==> src/rtl/rx_vp_mon.sv <==
// rx_vp_mon: vertical-sync monitor that measures the strobe period, classifies 59.94/60 Hz vs 50 Hz and qualifies lock
// Ports:
//   clk     system clock
//   rst     asynchronous reset, active-high
//   vs_in   raw asynchronous vertical sync from the receiver
//   rx_vp   qualified one-cycle vertical pulse
//   rx_ok   lock indicator
//   f50hz   1 = 50 Hz class, 0 = 59.94/60 Hz class (kept across lock loss)
//   vp_err  one-cycle pulse on each out-of-window edge
//   period  last measured edge-to-edge period in clk cycles
module rx_vp_mon #(
    parameter int PW       = 22,
    parameter int F59_MIN  = 2060000,
    parameter int F59_MAX  = 2110000,
    parameter int F50_MIN  = 2470000,
    parameter int F50_MAX  = 2530000,
    parameter int TMO      = 2600000,
    parameter int LOCK_N   = 3,
    parameter int UNLOCK_N = 2
) (
    input  logic          clk,
    input  logic          rst,
    input  logic          vs_in,
    output logic          rx_vp,
    output logic          rx_ok,
    output logic          f50hz,
    output logic          vp_err,
    output logic [PW-1:0] period
);
    localparam int GW = $clog2(LOCK_N + 1);
    localparam int MW = $clog2(UNLOCK_N + 1);
    typedef enum logic [1:0] {UNLOCK, ACQ, LOCK} state_t;
    state_t state, state_n;
    logic s1, s2, s3, vs_edge;
    logic [PW-1:0] pcnt, period_n;
    logic cls, cls_n, is59, is50, good, same;
    logic [GW-1:0] good_cnt, good_n;
    logic [MW-1:0] miss_cnt, miss_n;
    logic rx_vp_n, rx_ok_n, f50_n, err_n;
    assign vs_edge = s2 & ~s3;
    assign is59 = pcnt >= PW'(F59_MIN) && pcnt <= PW'(F59_MAX);
    assign is50 = pcnt >= PW'(F50_MIN) && pcnt <= PW'(F50_MAX);
    assign good = is59 | is50;
    // cls encodes the tracked class: 1 = 50 Hz, 0 = 59.94/60 Hz
    assign same = good && (is50 == cls);
    always_comb begin
        state_n  = state;
        cls_n    = cls;
        good_n   = good_cnt;
        miss_n   = miss_cnt;
        rx_vp_n  = 1'b0;
        err_n    = 1'b0;
        rx_ok_n  = rx_ok;
        f50_n    = f50hz;
        period_n = period;
        if (vs_edge) begin
            // the first edge after UNLOCK only restarts measurement
            if (state != UNLOCK) period_n = pcnt;
            case (state)
                UNLOCK: begin
                    state_n = ACQ;
                    good_n  = '0;
                end
                ACQ: begin
                    if (!good) begin
                        err_n  = 1'b1;
                        good_n = '0;
                    end else if (!same) begin
                        cls_n  = is50;
                        good_n = GW'(1);
                    end else begin
                        good_n = good_cnt + GW'(1);
                        if (good_cnt + GW'(1) == GW'(LOCK_N)) begin
                            state_n = LOCK;
                            rx_ok_n = 1'b1;
                            f50_n   = cls;
                            miss_n  = '0;
                            rx_vp_n = 1'b1;
                        end
                    end
                end
                LOCK: begin
                    if (same) begin
                        rx_vp_n = 1'b1;
                        miss_n  = '0;
                    end else begin
                        err_n  = 1'b1;
                        miss_n = miss_cnt + MW'(1);
                        if (miss_cnt + MW'(1) == MW'(UNLOCK_N)) begin
                            state_n = ACQ;
                            rx_ok_n = 1'b0;
                            good_n  = '0;
                        end
                    end
                end
                default: state_n = UNLOCK;
            endcase
        end else if (state != UNLOCK && pcnt == PW'(TMO)) begin
            state_n = UNLOCK;
            rx_ok_n = 1'b0;
        end
    end
    always_ff @(posedge clk or posedge rst) begin
        if (rst) begin
            {s1, s2, s3} <= '0;
            pcnt         <= '0;
            state        <= UNLOCK;
            cls          <= 1'b0;
            good_cnt     <= '0;
            miss_cnt     <= '0;
            rx_vp        <= 1'b0;
            rx_ok        <= 1'b0;
            f50hz        <= 1'b0;
            vp_err       <= 1'b0;
            period       <= '0;
        end else begin
            s1       <= vs_in;
            s2       <= s1;
            s3       <= s2;
            pcnt     <= vs_edge ? PW'(1) : (&pcnt ? pcnt : pcnt + PW'(1));
            state    <= state_n;
            cls      <= cls_n;
            good_cnt <= good_n;
            miss_cnt <= miss_n;
            rx_vp    <= rx_vp_n;
            rx_ok    <= rx_ok_n;
            f50hz    <= f50_n;
            vp_err   <= err_n;
            period   <= period_n;
        end
    end
endmodule

==> config.mk <==
export PLATFORM = sky130hd
export DESIGN_NAME = rx_vp_mon
export DESIGN_NICKNAME = d
export VERILOG_FILES = /design/src/rtl/rx_vp_mon.sv
export SDC_FILE = /design/constraint.sdc
export NUM_CORES = 1
export LEC_CHECK = 0
export CORE_MARGIN = 8
export CORE_UTILIZATION = 30
export CTS_BUF_LIST = sky130_fd_sc_hd__clkbuf_16
export DETAILED_ROUTE_END_ITERATION = 12
export DONT_BUFFER_PORTS = 1
export MAX_ROUTING_LAYER = met4
export PLACE_DENSITY = 0.42
export SLEW_MARGIN = 20
export SYNTH_ARGS = -nofsm -noshare
export SYNTH_HDL_FRONTEND = slang
export SYNTH_SLANG_ARGS = --single-unit
==> constraint.sdc <==
create_clock -name clk -period 3.54 [get_ports clk]
set_input_delay 0.708 -clock clk [delete_from_list [all_inputs] [get_ports clk]]
set_output_delay 0.708 -clock clk [all_outputs]
set_load 0.005 [all_outputs]
==> flow_metrics.tcl, run 1 <==
set metrics [dict create \
    yosysUniqueCellTypes 53 \
    finalClockSkew_ns 0.006228 \
    gr-total-overflow 0 \
    critPathArrivalTime_ns 3.27 \
    leakage_nw 1.627 \
    cts-root-buf "clkbuf_16" \
    num_antenna_cells 0 \
    tns_ns 0 \
    async_flop_share_pct 100.0 \
    timing.rr.end "f50hz" \
    numCtsBuffers 9 \
    reg2reg_setup_slack_ns 0.47 \
    fillers 1084 \
    grt_pass1_wl_um 13090 \
    cts_tree "done" \
    htreeDepth 3 \
    pwr_density_cell_mw_per_mm2 568.5 \
    grt_pass1_vias 2298 \
    worstPathRequired_ns 3.74 \
    cts_sinks 58 \
    clkTransAtPathRegs_ns 0.05 \
    drcViolationCount 0 \
    wl_per_cell_um 17.21 \
    dpl-instance-area_mm2 0.003277 \
    fin_area_mm2 0.003618 \
    crit_chain "or3_1 -> or4_1 -> a32o_1 -> a21boi_4 -> a21oi_2 -> nand4b_2 -> mux2_1" \
    cp-end-kind "flip-flop" \
    final_cell_mix "dfrtp_1 (58), nor2_1 (35), mux2_2 (24)" \
    hold_path_class "flip-flop to flip-flop" \
    min_period_ns 3.070 \
    vias_per_cell 5.109 \
    setup-violations-final 0 \
    layout_commonest_cell "dfrtp_1" \
    crit_path_end "f50hz" \
    ant_nets 0 \
    antenna_found_initial 0 \
    maxSlewHeadroom_pct 44.59 \
    final_nets 313 \
    drt_iter0_drc 121 \
    coreArea_mm2 0.01037 \
    total_power_w 0.002057 \
    vias 2258 \
    ios 29 \
    syn-mean-instance-area_um2 10.25 \
    fmax_mhz 325.7 \
    synth_edf_count 0 \
    status "complete, no violations" \
    rsz0062_at_grt "false" \
    grt_max_degree 59 \
    hpwl_um 5197 \
    slew_viol_final 0 \
    syn_to_final_growth_pct 12.84 \
    cts_buffer_depth 2 \
    hold_buffers 0 \
    r2r-start "pcnt[10]" \
    place_congestion 0.7824 \
    drt_wl_total_um 7607 \
    hold_ws_ns 0.3470 \
    crit_slowest_cell "dfrtp_1" \
    critPathMaxFanout 11 \
    drive_gt1_share_pct 18.95 \
    port_buffers 0 \
    final_cells 442 \
    die_w_um 119.4 \
    critPathLaunchType "flip-flop" \
    clock_latency_ns 0.33 \
    syn_area_mm2 0.003207 \
    synth_ff_type "dfrtp_1" \
    worst_slew_pin_slew_ns 0.8235 \
    crit_type "flip-flop to flip-flop" \
    max-cap-violations 0 \
    die_area_mm2 0.01425 \
    first_pass_iters 5 \
    reg2reg_depth 7 \
    die_h_um 119.4 \
    critPathMaxStageDelay_ns 0.50 \
    peakVddDrop_mv 0.2231 \
    syn_inst 313 \
    start_util_pct 30.92 \
    cts-resized-gates 0 \
    ys_ff_latch 58 \
    hold_violations 0 \
    num_rows 37 \
    placed_cells 426 \
    crit_start "pcnt[10]" \
    min_period_over_period_pct 86.72 \
    yosysWarningCount 0 \
    grt_use_total_pct 11.96 \
    syn-num-nets 325 \
    post-cts-setup-buffer-count 0 \
    ys_seq_area_share_pct 45.26 \
]
-- sequential cells by signal, summed over array words and instances (netlist names) --
register,cells
rx_vp,1
state,2
vp_err,1
s3,1
good_cnt,2
period,22
s2,1
pcnt,22
s1,1
cls,1
f50hz,1
miss_cnt,2
rx_ok,1
-- final cells by class --
cell class | instances | area [um2] | share of cell area (%)
tap | 136 | 170.2 | 4.703
clock inverter | 7 | 110.1 | 3.043
inverter | 9 | 33.78 | 0.9336
multi-input combinational | 219 | 1598 | 44.16
clock buffer | 9 | 225.2 | 6.224
timing repair buffer | 4 | 30.03 | 0.8299
sequential | 58 | 1451 | 40.11
-- synthesized netlist by cell type, drive strengths merged (4+ instances only) --
cell type | count | area [um2]
dfrtp | 58 | 1451
nor2 | 36 | 135.1
mux2 | 25 | 281.5
nand2 | 21 | 78.83
clkbuf | 15 | 56.30
xor2 | 15 | 131.4
nand3 | 14 | 70.07
buf | 12 | 78.82
ha | 9 | 112.6
inv | 9 | 33.78
nand4 | 9 | 56.30
nor3 | 7 | 35.03
a21oi | 6 | 33.78
and3 | 5 | 31.28
nand3b | 5 | 37.54
xnor2 | 5 | 43.79
a32o | 4 | 40.04
nand2b | 4 | 25.02
nor4 | 4 | 25.02
o21ai | 4 | 20.02
or4 | 4 | 33.78
-- worst max-delay path: cells and delay by family, from the launching register on --
kind	cells	cell delay [ns]
simple gates	3	1.17
compound gates	3	0.95
flops	1	0.50
mux	1	0.33
-- through the flow --
| stage | setup slack, ns | utilization, % |
|---|---|---|
| 3_3_place_gp | 0.6335 | 31.60 |
| 6_report | 0.4700 | 34.89 |
| 5_1_grt | 0.3192 | 34.89 |
| 3_5_place_dp | 0.5242 | 31.60 |
| 2_1_floorplan | 0.9151 | - |
| 4_1_cts | 0.5044 | 34.83 |
-- metal layers --
layer / up-vias / global-route usage, % / routed length, um
met2: 45 / 16.26 / 3213
met1: 1118 / 16.15 / 3806
li1: 1088 / - / -
met3: 7 / 4.204 / 515
met4: 0 / 3.747 / 72
met5: - / - / 0
-- where the power goes --
group	total (W)	internal, W	leakage (nW)	switching [W]
Clock	0.000977	0.000680	0.168	0.000297
Sequential	0.000792	0.000725	0.787	0.0000670
Combinational	0.000288	0.000123	0.672	0.000166
-- kinds of logic after synthesis --
logic type,share of synthesized area (%)
buf+inv,5.267
fa+ha+maj,3.512
flops,45.26
simple gates,21.85
mux,9.403
compound gates,9.247
xor+xnor,5.462
-- worst min path at each step --
stage / endpoint / slack, ns / startpoint / cells past startpoint
6_report: s2 / 0.35 / s1 / 0
5_1_grt: s2 / 0.36 / s1 / 0
4_1_cts: s2 / 0.35 / s1 / 0
3_5_place_dp: s2 / 0.34 / s1 / 0
3_3_place_gp: s2 / 0.33 / s1 / 0
2_1_floorplan: s2 / 0.33 / s1 / 0
No activity file was read; power rests on OpenSTA's default activity.
==> run 2, diff against run 1 <==
ABC_CLOCK_PERIOD_IN_PS = 3540   (was unset)
==> results of run 2 <==
No change in the layout: final DEF, timing and power equal those of run 1.
==> run 3, diff against run 2 <==
ABC_CLOCK_PERIOD_IN_PS = 3400   (was 3540)
clock period = 3.4 ns   (was 3.54 ns; I/O delays follow)
==> run 3 against run 2 <==
  * Fmax grew 3.6%
  * Clock skew is essentially flat
  * Critical endpoint unchanged
  * Cell count grew 0.90%
  * Non-clock buffer count grew 5
  * First-iteration DRC count grew 1.7%
  * Global-route usage grew 0.34 points
  * Core utilization shrank 0.28 points
  * Critical path depth is the same
  * Via count grew 1.7%
==> flow_metrics.tcl, run 3 (same netlist as run 1, synthesis figures left out) <==
set metrics [dict create \
    status "complete, no violations" \
    top_regs "pcnt x22, period x22" \
    clkPwrFrac_pct 42.9 \
    cts_tree "done" \
    antenna_found_initial 0 \
    die_area_mm2 0.01425 \
    pwr_density_cell_mw_per_mm2 551.7 \
    hold_buffers 0 \
    peakVddDrop_mv 0.2342 \
    hold_ws_ns 0.2350 \
    clkTransAtPathRegs_ns 0.05 \
    critPathArrivalTime_ns 3.17 \
    crit_type "flip-flop to flip-flop" \
    final_cell_mix "dfrtp_1 (58), nor2_1 (35), mux2_2 (24)" \
    num_rows 37 \
    finalClockSkew_ns 0.005801 \
    setup-violations-final 0 \
    syn_to_final_growth_pct 11.94 \
    cts-resized-gates 0 \
    htreeDepth 3 \
    wl_per_cell_um 17.32 \
    max-cap-violations 0 \
    tns_ns 0 \
    vias_per_cell 5.148 \
    port_buffers 0 \
    cts_buffer_depth 2 \
    fin_area_mm2 0.003590 \
    final_nets 318 \
    min_period_over_period_pct 87.14 \
    p_sw_share_pct 27.48 \
    cts_sinks 58 \
    first_pass_iters 4 \
    critPathMaxFanout 11 \
    worstPathRequired_ns 3.60 \
    ant_nets 0 \
    cts-root-buf "clkbuf_16" \
    worst_slew_pin_slew_ns 0.7872 \
    die_w_um 119.4 \
    numCtsBuffers 9 \
    critPathLaunchType "flip-flop" \
    worst_slack_ns 0.4372 \
    combPwrFrac_pct 15.6 \
    vias 2296 \
    place_congestion 0.8065 \
    hold_violations 0 \
    gr-total-overflow 0 \
    total_power_w 0.001980 \
    internal-power_w 0.001436 \
    dpl-instance-area_mm2 0.003314 \
    rsz0062_at_grt "false" \
    coreArea_mm2 0.01037 \
    fmax_mhz 337.5 \
    drive_gt1_share_pct 19.03 \
    slew_viol_final 0 \
    cp-end-kind "flip-flop" \
    grt_max_degree 32 \
    ios 29 \
    die_h_um 119.4 \
    layout_commonest_cell "dfrtp_1" \
    drt_iter0_drc 123 \
    p_seq_share_pct 41.5 \
    num_antenna_cells 0 \
    hold_path_class "primary input to asynchronous set/reset pin" \
    grt_pass1_wl_um 13530 \
    maxSlewHeadroom_pct 47.04 \
    hpwl_um 5360 \
    drt_wl_total_um 7725 \
    p_switching_w 0.0005442 \
    min_period_ns 2.963 \
    post-cts-setup-buffer-count 0 \
    drcViolationCount 0 \
    grt_use_total_pct 12.30 \
    grt_pass1_vias 2473 \
    clock_latency_ns 0.33 \
    place_ws_ns 0.4395 \
    leakage_nw 1.624 \
    start_util_pct 30.92 \
]
## run 3: cell count changes in the layout (fill, tap and decap cells not counted), sizes merged
cell	delta
bufinv	-2
inv	-1
clkinvlp	-1
buf	+5
clkinv	+3
## run 3: final timing paths
path	startpoint	endpoint	slack [ns]	cells past startpoint
worst max-delay path	pcnt[9]	f50hz	0.44	7
worst min-delay path	rst	s1	0.24	1
worst max register to register	pcnt[9]	f50hz	0.44	7
worst min register to register	s1	s2	0.34	0
max in group asynchronous	rst	pcnt[17]	2.51	2
min in group clk	s1	s2	0.34	0
## run 3: layout make-up
cell class              instances  area, um2
clock buffers                   9      225.2
inverters                       9      33.78
multi-input cells             219       1592
repair buffers                  9      67.56
fillers                      1089       6780
well taps                     136      170.2
clock inverters                 6      50.05
flip-flops and latches         58       1451
## run 3: worst max-delay path, stage by stage, from the launching register on
cell and delay [ns]:
dfrtp_1 0.46, or3_1 0.43, or4_1 0.49, a32o_1 0.29, a21boi_4 0.16, a21oi_2 0.44, nand4b_2 0.25, mux2_1 0.33
## run 3: power groups by stage
stage          clock network [W]  registers [W]  logic [W]
4_1_cts                 0.000877       0.000823   0.000314
3_3_place_gp                   0       0.000833   0.000315
5_1_grt                 0.000899       0.000834   0.000349
6_report                0.000850       0.000821   0.000309
3_5_place_dp                   0       0.000835   0.000310
2_1_floorplan                  0       0.000813   0.000241
## run 3: stage by stage
stage,instances,util (%)
global route,446,34.62
finish,446,34.62
global placement,431,31.96
detailed placement,431,31.96
floorplan,313,-
CTS,446,34.62
## run 3: routing by layer
metal / vias up / track usage [%] / part of all wire [%]
met5: - / - / 0
met4: 0 / 4.762 / 1.3
met3: 10 / 4.204 / 6.3
met2: 46 / 17.60 / 43
met1: 1148 / 15.64 / 50
li1: 1092 / - / -
